==> src/rtl/hpsdr_cdc_pkg.sv <==
// Shared CDC definitions: handshake FSM state encoding
// and the minimum synchroniser depth.
package hpsdr_cdc_pkg;

  typedef enum logic {
    IDLE     = 1'b0,
    WAIT_ACK = 1'b1
  } cdc_state_e;

  localparam int CDC_MIN_DEPTH = 2;

endpackage

==> src/rtl/sync.sv <==
// Multi-flop synchroniser for a single asynchronous bit.
// Ports: clock/reset (async, active-high), d_i async input, q_o synchronised output.
module sync
  import hpsdr_cdc_pkg::*;
#(
  parameter int DEPTH = CDC_MIN_DEPTH
) (
  input  logic clock,
  input  logic reset,
  input  logic d_i,
  output logic q_o
);

  // Never fewer than the minimum number of stages.
  localparam int D =
    (DEPTH < CDC_MIN_DEPTH) ? CDC_MIN_DEPTH : DEPTH;

  logic [D-1:0] sync_q;

  always_ff @(posedge clock or posedge reset) begin
    if (reset) begin
      sync_q <= '0;
    end else begin
      sync_q <= {sync_q[D-2:0], d_i};
    end
  end

  assign q_o = sync_q[D-1];

endmodule

==> src/rtl/cdc_word_sender.sv <==
// Source end of a two-phase toggle CDC word handshake with one-word pending buffer.
// Ports: clock/reset, in_valid/in_data/in_ready in, ack_toggle from dest, req_toggle/xfer_data out, done/busy/timeout status.
module cdc_word_sender
  import hpsdr_cdc_pkg::*;
#(
  parameter int WIDTH     = 32,
  parameter int ACK_DEPTH = 2,
  parameter int TIMEOUT   = 0
) (
  input  logic             clock,
  input  logic             reset,
  input  logic             in_valid,
  input  logic [WIDTH-1:0] in_data,
  output logic             in_ready,
  input  logic             ack_toggle,
  output logic             req_toggle,
  output logic [WIDTH-1:0] xfer_data,
  output logic             done,
  output logic             busy,
  output logic             timeout
);

  localparam int CW_RAW = $clog2(TIMEOUT + 1);
  localparam int CW     = (CW_RAW < 1) ? 1 : CW_RAW;
  localparam logic [CW-1:0] TO_MAX = CW'(TIMEOUT);
  localparam bit TO_EN = (TIMEOUT > 0);

  cdc_state_e       state_q, state_d;
  logic             req_q, req_d;
  logic [WIDTH-1:0] xfer_q, xfer_d;
  logic [WIDTH-1:0] pend_q, pend_d;
  logic             pend_valid_q, pend_valid_d;
  logic             done_q, done_d;
  logic             timeout_q, timeout_d;
  logic [CW-1:0]    cnt_q, cnt_d;

  logic ack_sync;
  logic accept;
  logic complete;

  sync #(
    .DEPTH (ACK_DEPTH)
  ) u_ack_sync (
    .clock (clock),
    .reset (reset),
    .d_i   (ack_toggle),
    .q_o   (ack_sync)
  );

  assign in_ready = !pend_valid_q;
  assign accept   = in_valid && in_ready;
  // Ack has caught up with the outstanding request.
  assign complete = (state_q == WAIT_ACK) &&
                    (ack_sync == req_q);

  always_comb begin
    state_d      = state_q;
    req_d        = req_q;
    xfer_d       = xfer_q;
    pend_d       = pend_q;
    pend_valid_d = pend_valid_q;
    done_d       = 1'b0;
    cnt_d        = cnt_q;

    unique case (state_q)
      IDLE: begin
        if (accept) begin
          xfer_d  = in_data;
          req_d   = ~req_q;
          cnt_d   = '0;
          state_d = WAIT_ACK;
        end
      end
      WAIT_ACK: begin
        if (complete) begin
          done_d = 1'b1;
          if (pend_valid_q) begin
            xfer_d       = pend_q;
            req_d        = ~req_q;
            pend_valid_d = 1'b0;
            cnt_d        = '0;
          end else if (in_valid) begin
            // Direct relaunch: no idle bubble between words.
            xfer_d = in_data;
            req_d  = ~req_q;
            cnt_d  = '0;
          end else begin
            state_d = IDLE;
          end
        end else begin
          if (accept) begin
            pend_d       = in_data;
            pend_valid_d = 1'b1;
          end
          if (cnt_q != TO_MAX) begin
            cnt_d = cnt_q + 1'b1;
          end
        end
      end
      default: state_d = IDLE;
    endcase

    timeout_d = timeout_q ||
                (TO_EN && state_d == WAIT_ACK &&
                 cnt_d == TO_MAX);
  end

  always_ff @(posedge clock or posedge reset) begin
    if (reset) begin
      state_q      <= IDLE;
      req_q        <= 1'b0;
      xfer_q       <= '0;
      pend_q       <= '0;
      pend_valid_q <= 1'b0;
      done_q       <= 1'b0;
      timeout_q    <= 1'b0;
      cnt_q        <= '0;
    end else begin
      state_q      <= state_d;
      req_q        <= req_d;
      xfer_q       <= xfer_d;
      pend_q       <= pend_d;
      pend_valid_q <= pend_valid_d;
      done_q       <= done_d;
      timeout_q    <= timeout_d;
      cnt_q        <= cnt_d;
    end
  end

  assign req_toggle = req_q;
  assign xfer_data  = xfer_q;
  assign done       = done_q;
  assign timeout    = timeout_q;
  assign busy       = (state_q == WAIT_ACK) ||
                      pend_valid_q;

endmodule
==> config.mk <==
export PLATFORM = sky130hd
export DESIGN_NAME = cdc_word_sender
export DESIGN_NICKNAME = d
export VERILOG_FILES = /design/src/rtl/hpsdr_cdc_pkg.sv /design/src/rtl/sync.sv /design/src/rtl/cdc_word_sender.sv
export SDC_FILE = /design/constraint.sdc
export NUM_CORES = 1
export LEC_CHECK = 0
export CORE_MARGIN = 2
export CORE_UTILIZATION = 40
export DETAILED_ROUTE_END_ITERATION = 7
export PLACE_DENSITY = 0.66
export SYNTH_ARGS = -nofsm -noshare
export SYNTH_HDL_FRONTEND = slang
export SYNTH_SLANG_ARGS = --single-unit
==> constraint.sdc <==
create_clock -name clock -period 3.4 [get_ports clock]
set_clock_uncertainty 0.05 [all_clocks]
set_input_delay 0.85 -clock clock [delete_from_list [all_inputs] [get_ports clock]]
set_output_delay 0.85 -clock clock [all_outputs]
set_load 0.005 [all_outputs]
==> results.json <==
{
  "root_buffer": "clkbuf_8",
  "critPathTopFamily": "buffers and inverters",
  "seq_area_frac_synth": 0.561,
  "io_buffers": 71,
  "worstHoldPathType": "flip-flop to flip-flop",
  "crit_fanout": 5,
  "die-area_mm2": 0.00853,
  "whs_ps": 300,
  "max_freq_mhz": 419,
  "grt_setup_unrepaired": "no",
  "dpl_worst_slack_ps": 813,
  "finalCritPeriodShare": 0.702,
  "synthesis.area_mm2": 0.00312,
  "yosys-top-cells-count": "70 x dfrtp_1, 65 x mux2_2, 29 x mux2_4, 5 x buf_4, 4 x nand2_1",
  "yosysUniqueCellTypes": 17,
  "cts_buffer_depth": 2,
  "area_growth_syn_to_layout_pct": 33.4,
  "antenna_found_initial": 0,
  "core-area_mm2": 0.00765,
  "holdBufCountCts": 0,
  "cts.sinks": 70,
  "cts_tree": "built",
  "tns_ps": 0,
  "ys.flop_type": "dfrtp_1",
  "drive_above_1_share": 0.427,
  "grt_first_pass_wirelength_um": 9710,
  "cts_resized": 0,
  "critPathArrivalTime_ps": 1490,
  "ir_drop_uv": 234,
  "wire_per_inst_um": 15.3,
  "overflow": 0,
  "postSynthAreaPerCell_um2": 16.2,
  "drt-pass1-iter-count": 4,
  "htreeDepth": 3,
  "cp.buffers_inverters": 2,
  "synth_nets": 229,
  "clk_latency_ps": 330,
  "clkSlewWorstSetupHoldPaths_ps": 70,
  "routed_wl_um": 5770,
  "drtIter0Drc": 53,
  "fin_nets": 305,
  "cts_setup_buffers": 0,
  "synth_edf_count": 0,
  "yosysTopAreaCell": "dfrtp_1",
  "timing.rr.start": "req_toggle",
  "track_usage": 0.149,
  "drv_slew": 0,
  "via_per_inst": 4.83,
  "outcome": "finished clean",
  "p_leak_uw": 0.00194,
  "antenna_left": 0,
  "numCtsBuffers": 9,
  "die_h_um": 92.4,
  "cp-start-kind": "flip-flop",
  "setup-violations-final": 0,
  "vias": 1817,
  "synthArstFlopShare": 1.00,
  "period_minus_slack_ps": 2390,
  "boundaryPins": 73,
  "rows": 32,
  "power_density_mw_per_mm2": 405,
  "ys_ff_latch": 70,
  "grt_pass1_vias": 1954,
  "required_ps": 2500,
  "finalPower_uw": 1690,
  "antenna_cells": 0,
  "end_kind": "output port",
  "hpwlAfterDp_um": 3620,
  "startpoint": "pend_valid_q",
  "initial_core_util": 0.409,
  "netlist_instances": 193,
  "finalWorstSetupSlack_ps": 1010,
  "drc_errors": 0,
  "criticalPathCategory": "flip-flop to output port",
  "grt_max_degree": 34,
  "gp_congestion": 0.709,
  "max-cap-violations": 0,
  "min_from": "u_ack_sync.sync_q[0]",
  "yosys_warnings": 0,
  "cp_cell_sequence": "inv_1, nand2_1, clkdlybuf4s50_1",
  "finalHoldViolCount": 0,
  "yosys.area.top_type_share": 0.561,
  "synthTopCellsByArea": "dfrtp_1 56%, mux2_2 23%, mux2_4 14%, buf_4 1.2%, buf_6 1.1%",
  "slowest_delay_ps": 500,
  "die-width_um": 92.4,
  "yosysMostFrequentCell": "dfrtp_1",
  "slowest_stage": "clkdlybuf4s50_1"
}
-- layout by cell type, fill, tap and decap left out, drive strengths merged, types with 2 or more instances in the layout --
cell type / instances
mux2: 97
clkdlybuf4s50: 71
dfrtp: 70
clkbuf: 13
buf: 5
nand2: 4
inv: 3
bufinv: 2
-- layout make-up --
cell class	instances	area (µm²)
Clock buffer	13	169
Clock inverter	3	65.1
Fill cell	653	3480
Inverter	3	11.3
Multi-Input combinational cell	109	1280
Sequential cell	70	1750
Tap cell	102	128
Timing Repair Buffer	76	761
-- worst register-to-register path: stages, from the launching register on --
cell,delay (ps)
dfrtp_1,420
xnor2_1,430
o21a_2,210
buf_12,250
mux2_2,400
-- where the power goes --
group          leakage, µW  switching (µW)  internal, µW
sequential        0.000969           0.378           833
clock             0.000120             297           473
combinational     0.000854            33.1          51.7
-- metrics by stage --
stage | cells | cell area, µm² | utilization
2_1_floorplan | 193 | 3120 | -
5_1_grt | 376 | 4170 | 0.545
4_1_cts | 376 | 4170 | 0.545
6_report | 376 | 4170 | 0.545
3_5_place_dp | 360 | 3930 | 0.514
3_3_place_gp | 360 | 3930 | 0.514
-- worst paths after layout --
| check | end | slack, ps | cells past startpoint |
|---|---|---|---|
| setup / recovery | busy | 1010 | 3 |
| hold / removal | u_ack_sync.sync_q[1] | 300 | 0 |
| setup reg to reg | xfer_data[23] | 1530 | 4 |
| hold reg to reg | u_ack_sync.sync_q[1] | 300 | 0 |
| max in group asynchronous | xfer_data[31] | 1780 | 3 |
| min in group asynchronous | pend_q[2] | 770 | 2 |
-- logic make-up (layout without fill, tap and decap cells) --
group / after synthesis / after routing / share of synthesized area
other cells: 1 / 1 / 0.00120
simple gates: 6 / 6 / 0.0100
xor+xnor: 2 / 2 / 0.00561
compound gates: 3 / 3 / 0.00681
flops: 70 / 70 / 0.561
mux: 97 / 97 / 0.384
buf+inv: 14 / 95 / 0.0312
-- state kept, by name, summed over array words and instances (netlist names) --
name               flops
pend_q                32
xfer_data             32
u_ack_sync.sync_q      2
done                   1
pend_valid_q           1
req_toggle             1
state_q                1
-- per-layer routing --
| layer | part of all wire | up-vias | track usage | routed length [µm] |
|---|---|---|---|---|
| li1 | - | 835 | - | - |
| met1 | 0.47 | 925 | 0.202 | 2730 |
| met2 | 0.45 | 49 | 0.220 | 2580 |
| met3 | 0.066 | 8 | 0.0594 | 383 |
| met4 | 0.012 | 0 | 0.0485 | 72 |
| met5 | 0 | - | 0 | 0 |
Power figures use the tool's default switching activity.
